### config.mk
export PLATFORM = sky130hd
export DESIGN_NAME = instr_fetch
export DESIGN_NICKNAME = d
export VERILOG_FILES = /design/src/rtl/core_pkg.sv /design/src/rtl/branch_lut.sv /design/src/rtl/instr_fetch.sv
export SDC_FILE = /design/constraint.sdc
export NUM_CORES = 1
export LEC_CHECK = 0
export CORE_MARGIN = 5
export CORE_UTILIZATION = 60
export DETAILED_ROUTE_END_ITERATION = 10
export DONT_BUFFER_PORTS = 1
export PLACE_DENSITY = 0.76
export RECOVER_POWER = 25
export SYNTH_ARGS = -nofsm -noshare
export SYNTH_HDL_FRONTEND = slang
export SYNTH_SLANG_ARGS = --single-unit
### constraint.sdc
create_clock -name clk -period 5.1 [get_ports clk]
set_input_delay 1.02 -clock clk [delete_from_list [all_inputs] [get_ports clk]]
set_output_delay 1.02 -clock clk [all_outputs]
set_load 0.005 [all_outputs]
### src/rtl/core_pkg.sv
`default_nettype none
// ============================================================================
// Module      : core_pkg
// Description : Shared types and constants for the single-cycle core:
//               field widths, opcode encoding, HALT word, fetch FSM states
//               and the branch-target table produced by the assembler flow.
// Revision    : 1.0 - initial release
// ============================================================================
package core_pkg;

  localparam int PC_W      = 10;
  localparam int INSTR_W   = 9;
  localparam int OP_W      = 3;
  localparam int LUT_IDX_W = 5;
  localparam int LUT_DEPTH = 2 ** LUT_IDX_W;

  typedef enum logic [OP_W-1:0] {
    ADD  = 3'b000,
    ROR  = 3'b001,
    NAND = 3'b010,
    LDR  = 3'b011,
    STR  = 3'b100,
    MOV  = 3'b101,
    BNE  = 3'b110,
    SET  = 3'b111
  } opcode_t;

  // All-ones word reserved as the program terminator.
  localparam logic [INSTR_W-1:0] HALT = 9'h1FF;

  typedef enum logic [1:0] {
    IDLE = 2'd0,
    RUN  = 2'd1,
    DONE = 2'd2
  } fetch_state_t;

  // Branch targets, indexed by instr[4:0]. Regenerated by the assembler.
  localparam logic [PC_W-1:0] BRANCH_LUT [0:LUT_DEPTH-1] = '{
    10'd0,   10'd12,  10'd40,  10'd100, 10'd3,   10'd9,   10'd20,  10'd500,
    10'd1023,10'd2,   10'd17,  10'd33,  10'd64,  10'd128, 10'd256, 10'd511,
    10'd7,   10'd14,  10'd21,  10'd28,  10'd35,  10'd42,  10'd49,  10'd56,
    10'd63,  10'd70,  10'd77,  10'd84,  10'd91,  10'd98,  10'd105, 10'd112
  };

  function automatic logic is_halt(input logic [INSTR_W-1:0] word);
    return (word == HALT);
  endfunction

endpackage : core_pkg
`default_nettype wire

### src/rtl/branch_lut.sv
`default_nettype none
// ============================================================================
// Module      : branch_lut
// Description : Combinational branch-target ROM, 2^LUT_IDX_W entries of
//               PC_W bits, contents taken from core_pkg::BRANCH_LUT.
// Ports       : i_idx    [LUT_IDX_W-1:0]  table index (instr[4:0])
//               o_target [PC_W-1:0]       branch target address
// Revision    : 1.0 - initial release
// ============================================================================
module branch_lut
  import core_pkg::*;
(
  input  logic [LUT_IDX_W-1:0] i_idx,
  output logic [PC_W-1:0]      o_target
);

  assign o_target = BRANCH_LUT[i_idx];

endmodule : branch_lut
`default_nettype wire

### src/rtl/instr_fetch.sv
`default_nettype none
// ============================================================================
// Module      : instr_fetch
// Description : Fetch front end of the single-cycle core. Holds the PC,
//               addresses instruction memory, issues one instruction per
//               cycle and redirects through the branch-target table when the
//               decoder signals Branch and the ALU reports not-equal.
// Ports       : clk, reset        clock, synchronous active-high reset
//               start             run program from address 0 (IDLE/DONE)
//               stall             hold PC and instruction this cycle
//               branch, ne_flag   decoder Branch, ALU not-equal
//               imem_data         instruction memory read data
//               imem_addr, pc     memory address / program counter
//               instr, opcode     issued instruction and its opcode field
//               issue_valid, done live-instruction flag, program finished
// Revision    : 1.0 - initial release
// ============================================================================
module instr_fetch
  import core_pkg::*;
#(
  parameter int PROG_LEN = 1024
) (
  input  logic               clk,
  input  logic               reset,
  input  logic               start,
  input  logic               stall,
  input  logic               branch,
  input  logic               ne_flag,
  input  logic [INSTR_W-1:0] imem_data,
  output logic [PC_W-1:0]    imem_addr,
  output logic [PC_W-1:0]    pc,
  output logic [INSTR_W-1:0] instr,
  output logic [OP_W-1:0]    opcode,
  output logic               issue_valid,
  output logic               done
);

  localparam logic [PC_W-1:0] c_last_pc = PC_W'(PROG_LEN - 1);

  fetch_state_t       r_state;
  logic [PC_W-1:0]    r_pc;
  logic               r_valid;
  logic               r_done;
  logic [INSTR_W-1:0] w_instr;
  logic [PC_W-1:0]    w_target;
  logic               w_taken;

  // r_valid is high exactly while in RUN, so it gates the memory word.
  assign w_instr = r_valid ? imem_data : '0;
  assign w_taken = branch && ne_flag;

  branch_lut u_branch_lut (
    .i_idx    (w_instr[LUT_IDX_W-1:0]),
    .o_target (w_target)
  );

  always_ff @(posedge clk) begin
    if (reset) begin
      r_state <= IDLE;
      r_pc    <= '0;
      r_valid <= 1'b0;
      r_done  <= 1'b0;
    end else begin
      unique case (r_state)
        IDLE: begin
          r_pc <= '0;
          if (start) begin
            r_state <= RUN;
            r_valid <= 1'b1;
          end
        end

        RUN: begin
          // Priority: stall > HALT > taken branch > end of program > pc+1.
          // A taken branch at the last address still redirects.
          if (stall) begin
            r_pc <= r_pc;
          end else if (is_halt(w_instr)) begin
            r_state <= DONE;
            r_valid <= 1'b0;
            r_done  <= 1'b1;
          end else if (w_taken) begin
            r_pc <= w_target;
          end else if (r_pc == c_last_pc) begin
            r_state <= DONE;
            r_valid <= 1'b0;
            r_done  <= 1'b1;
          end else begin
            r_pc <= r_pc + PC_W'(1);
          end
        end

        DONE: begin
          // Restart goes straight back to RUN without an IDLE cycle.
          if (start) begin
            r_state <= RUN;
            r_pc    <= '0;
            r_valid <= 1'b1;
            r_done  <= 1'b0;
          end
        end

        default: begin
          r_state <= IDLE;
          r_pc    <= '0;
          r_valid <= 1'b0;
          r_done  <= 1'b0;
        end
      endcase
    end
  end

  assign pc          = r_pc;
  assign imem_addr   = r_pc;
  assign instr       = w_instr;
  assign opcode      = w_instr[INSTR_W-1 -: OP_W];
  assign issue_valid = r_valid;
  assign done        = r_done;

endmodule : instr_fetch
`default_nettype wire

==> impl_metrics.toml <==
[status]
status = "complete, no violations"

[logic_synthesis]
synthArstFlopShare = 0
netlist.top_cell.by_area = "dfxtp_1"
synth_top_area_share = 0.2025
synth-seq-area-share = 0.2025
ys_ff_latch = 14
synth.distinct_cells = 50
yosysWarnings = 0
synth_edf_count = 0
syn_nets = 208
synth.cell_area_sq_mm = 0.001384
ys_top_cells_by_area = "dfxtp_1, buf_4, a21oi_1, nand2_1, ha_1"
syn_avg_cell_area_sq_um = 7.361
syn_inst = 188
synth_top_flop_cell = "dfxtp_1"
synth_common_cells = "a21oi_1, nand2_1, buf_4"

[floorplan]
ios = 49
core_sq_mm = 0.002212
die_y_um = 58.03
die_x_um = 58.03
start_util = 0.6256
die_area_sq_mm = 0.003367
rows = 17

[clock_network]
clock_latency_ps = 280
cts_max_level = 1
cts_made_buffers = 3
holdBufCountCts = 0
clk_pin_slew_ps = 80
cts_buffer_depth = 2
clkSinkCount = 14
cts_tree = "built"
ctsResizeCount = 0
clock-root-buffer = "clkbuf_4"
cts_setup_buffers = 0

[pwr]
power.density_mw_per_mm2 = 188.6
power_frac_clock = 0.325
p_switching_w = 0.00007148
leakagePower_nw = 0.4887
swShare = 0.2891
peakVddDrop_mv = 0.1140
intPower_w = 0.0001758
comb_power_share = 0.193
p_seq_frac = 0.482

[cells_and_area]
drive_above_1_share = 0.07059
post-route-util = 0.5928
multi_input_area_sq_um = 925.9
layout-area-overhead-vs-synth_pct = -5.244
ff_latch_area_sq_um = 280.3
fillers = 221
antennaDiodeCount = 0
finalNetCount = 191
postLayoutCellArea_sq_mm = 0.001311

[placed_design]
placed_area_sq_mm = 0.001275
hpwlAfterDp_mm = 2.517
gp_congestion = 0.9218
place.port_buffers = 0

[drt]
vias = 1290
drt_iter0_markers = 56
viasPerCell = 6.515
drcViolationCount = 0
routed_wirelength_mm = 3.257
detail-route-antenna-nets = 0
drtPass1Iterations = 4
wl_per_cell_um = 16.45

[worst_setup_path]
critical_path.max_fanout = 7
worst-path-buf-inv = 0
max_stage_delay_ps = 370
worst_path_dominant_cell_family = "compound AO/OA/AOI/OAI gates"
cp_cell_sequence = "and2_1 > ha_1 > nand4_1 > o31a_1 > a31o_1 > or3_1 > o31ai_1"
cp.required_ps = 5300
crit_path_end_kind = "flop"
start_kind = "input pin"
critPathArrivalTime_ps = 2700
crit_type = "in -> reg"
cp_slowest_cell = "o31a_1"

[sta]
worst_clock_skew_ps = 2.447
tightest_slew_ps = 493.3
fin_crit_ps = 2505
slew_violations = 0
slew-limit-headroom = 0.6707
rsz0062_at_grt = "false"
fin_crit_sh = 0.4912
fin_setup_tns_ps = 0
setup_viol_count_final = 0
max_freq_mhz = 399.2
finalHoldViolCount = 0

[global_routing]
top_usage_layer = "met2"
gr-usage-met2 = 0.3177
grt_pass1_wl_mm = 5.326
antenna_found_initial = 0
use_met1 = 0.2644
grt_use_met3 = 0.04677
grt_start_max_net_pins = 20
grt_remaining_overflow = 0
grt_use_total = 0.2001
grt_pass1_vias = 1198

[hold_path]
hold_path.class = "reg -> reg"

[run]
cap_violations = 0
layout make-up:
| type | count | share of cell area |
|---|---|---|
| inverters | 9 | 0.02576 |
| well taps | 28 | 0.02672 |
| flip-flops and latches | 14 | 0.2137 |
| multi-input cells | 143 | 0.7061 |
| clock buffers | 4 | 0.02767 |
power groups by stage:
stage	combinational [W]	sequential [W]	clock (W)
global route	0.0000539	0.000120	0.0000850
floorplan	0.0000516	0.000118	0
global placement	0.0000470	0.000122	0
detailed placement	0.0000472	0.000122	0
CTS	0.0000476	0.000119	0.0000825
finish	0.0000476	0.000119	0.0000805
layout by cell type, fill, tap and decap left out, drive strengths merged, types with 4 or more instances in the layout:
master | netlist | routed
o31ai | 4 | 4
nand3b | 4 | 4
nand2 | 17 | 17
inv | 9 | 9
nand2b | 4 | 4
a31oi | 4 | 4
a21oi | 17 | 17
o21ai | 9 | 9
dfxtp | 14 | 14
clkbuf | 3 | 4
nor2 | 12 | 12
nand4 | 5 | 5
and2 | 8 | 8
nand3 | 7 | 7
ha | 5 | 5
tightest hold or removal path, stage by stage (launching register included):
cell	delay, ps
dfxtp_1	330
nand2_1	60
a21oi_1	60
logic make-up (layout without fill, tap and decap cells):
family,count (synthesis),after routing,share of synthesized area
compound gates,55,55,0.2649
xor+xnor,6,6,0.03798
fa+ha+maj,5,5,0.04521
buf+inv,31,13,0.1284
flops,14,14,0.2025
mux,3,3,0.02260
simple gates,74,74,0.2984
path summary, 6_finish.rpt:
kind | slack (ps) | start | cells past startpoint | endpoint
max reg2reg | 2600 | issue_valid | 7 | imem_addr[4]
max | 2600 | imem_data[0] | 7 | imem_addr[4]
min reg2reg | 480 | done | 2 | done
min | 480 | done | 2 | done
registers in the layout, summed over array words and instances, names as in the netlist:
| register | count |
|---|---|
| imem_addr | 10 |
| issue_valid | 1 |
| r_state | 2 |
| done | 1 |
metrics by stage:
stage	hold slack (ps)	instances	power [W]	worst slack, ps
after floorplan	452.7	188	0.0001697	2512
after global placement	468.8	194	0.0001686	2395
after detailed placement	469.2	194	0.0001690	2311
after CTS	483.6	198	0.0002492	2596
after global routing	528.5	198	0.0002591	2343
final	478.8	198	0.0002473	2595
layer usage:
metal	up-vias	part of all wire
li1	637	-
met1	589	0.46
met2	62	0.45
met3	2	0.082
met4	0	0.0058
met5	-	0
(Power assumes the default switching activity.)
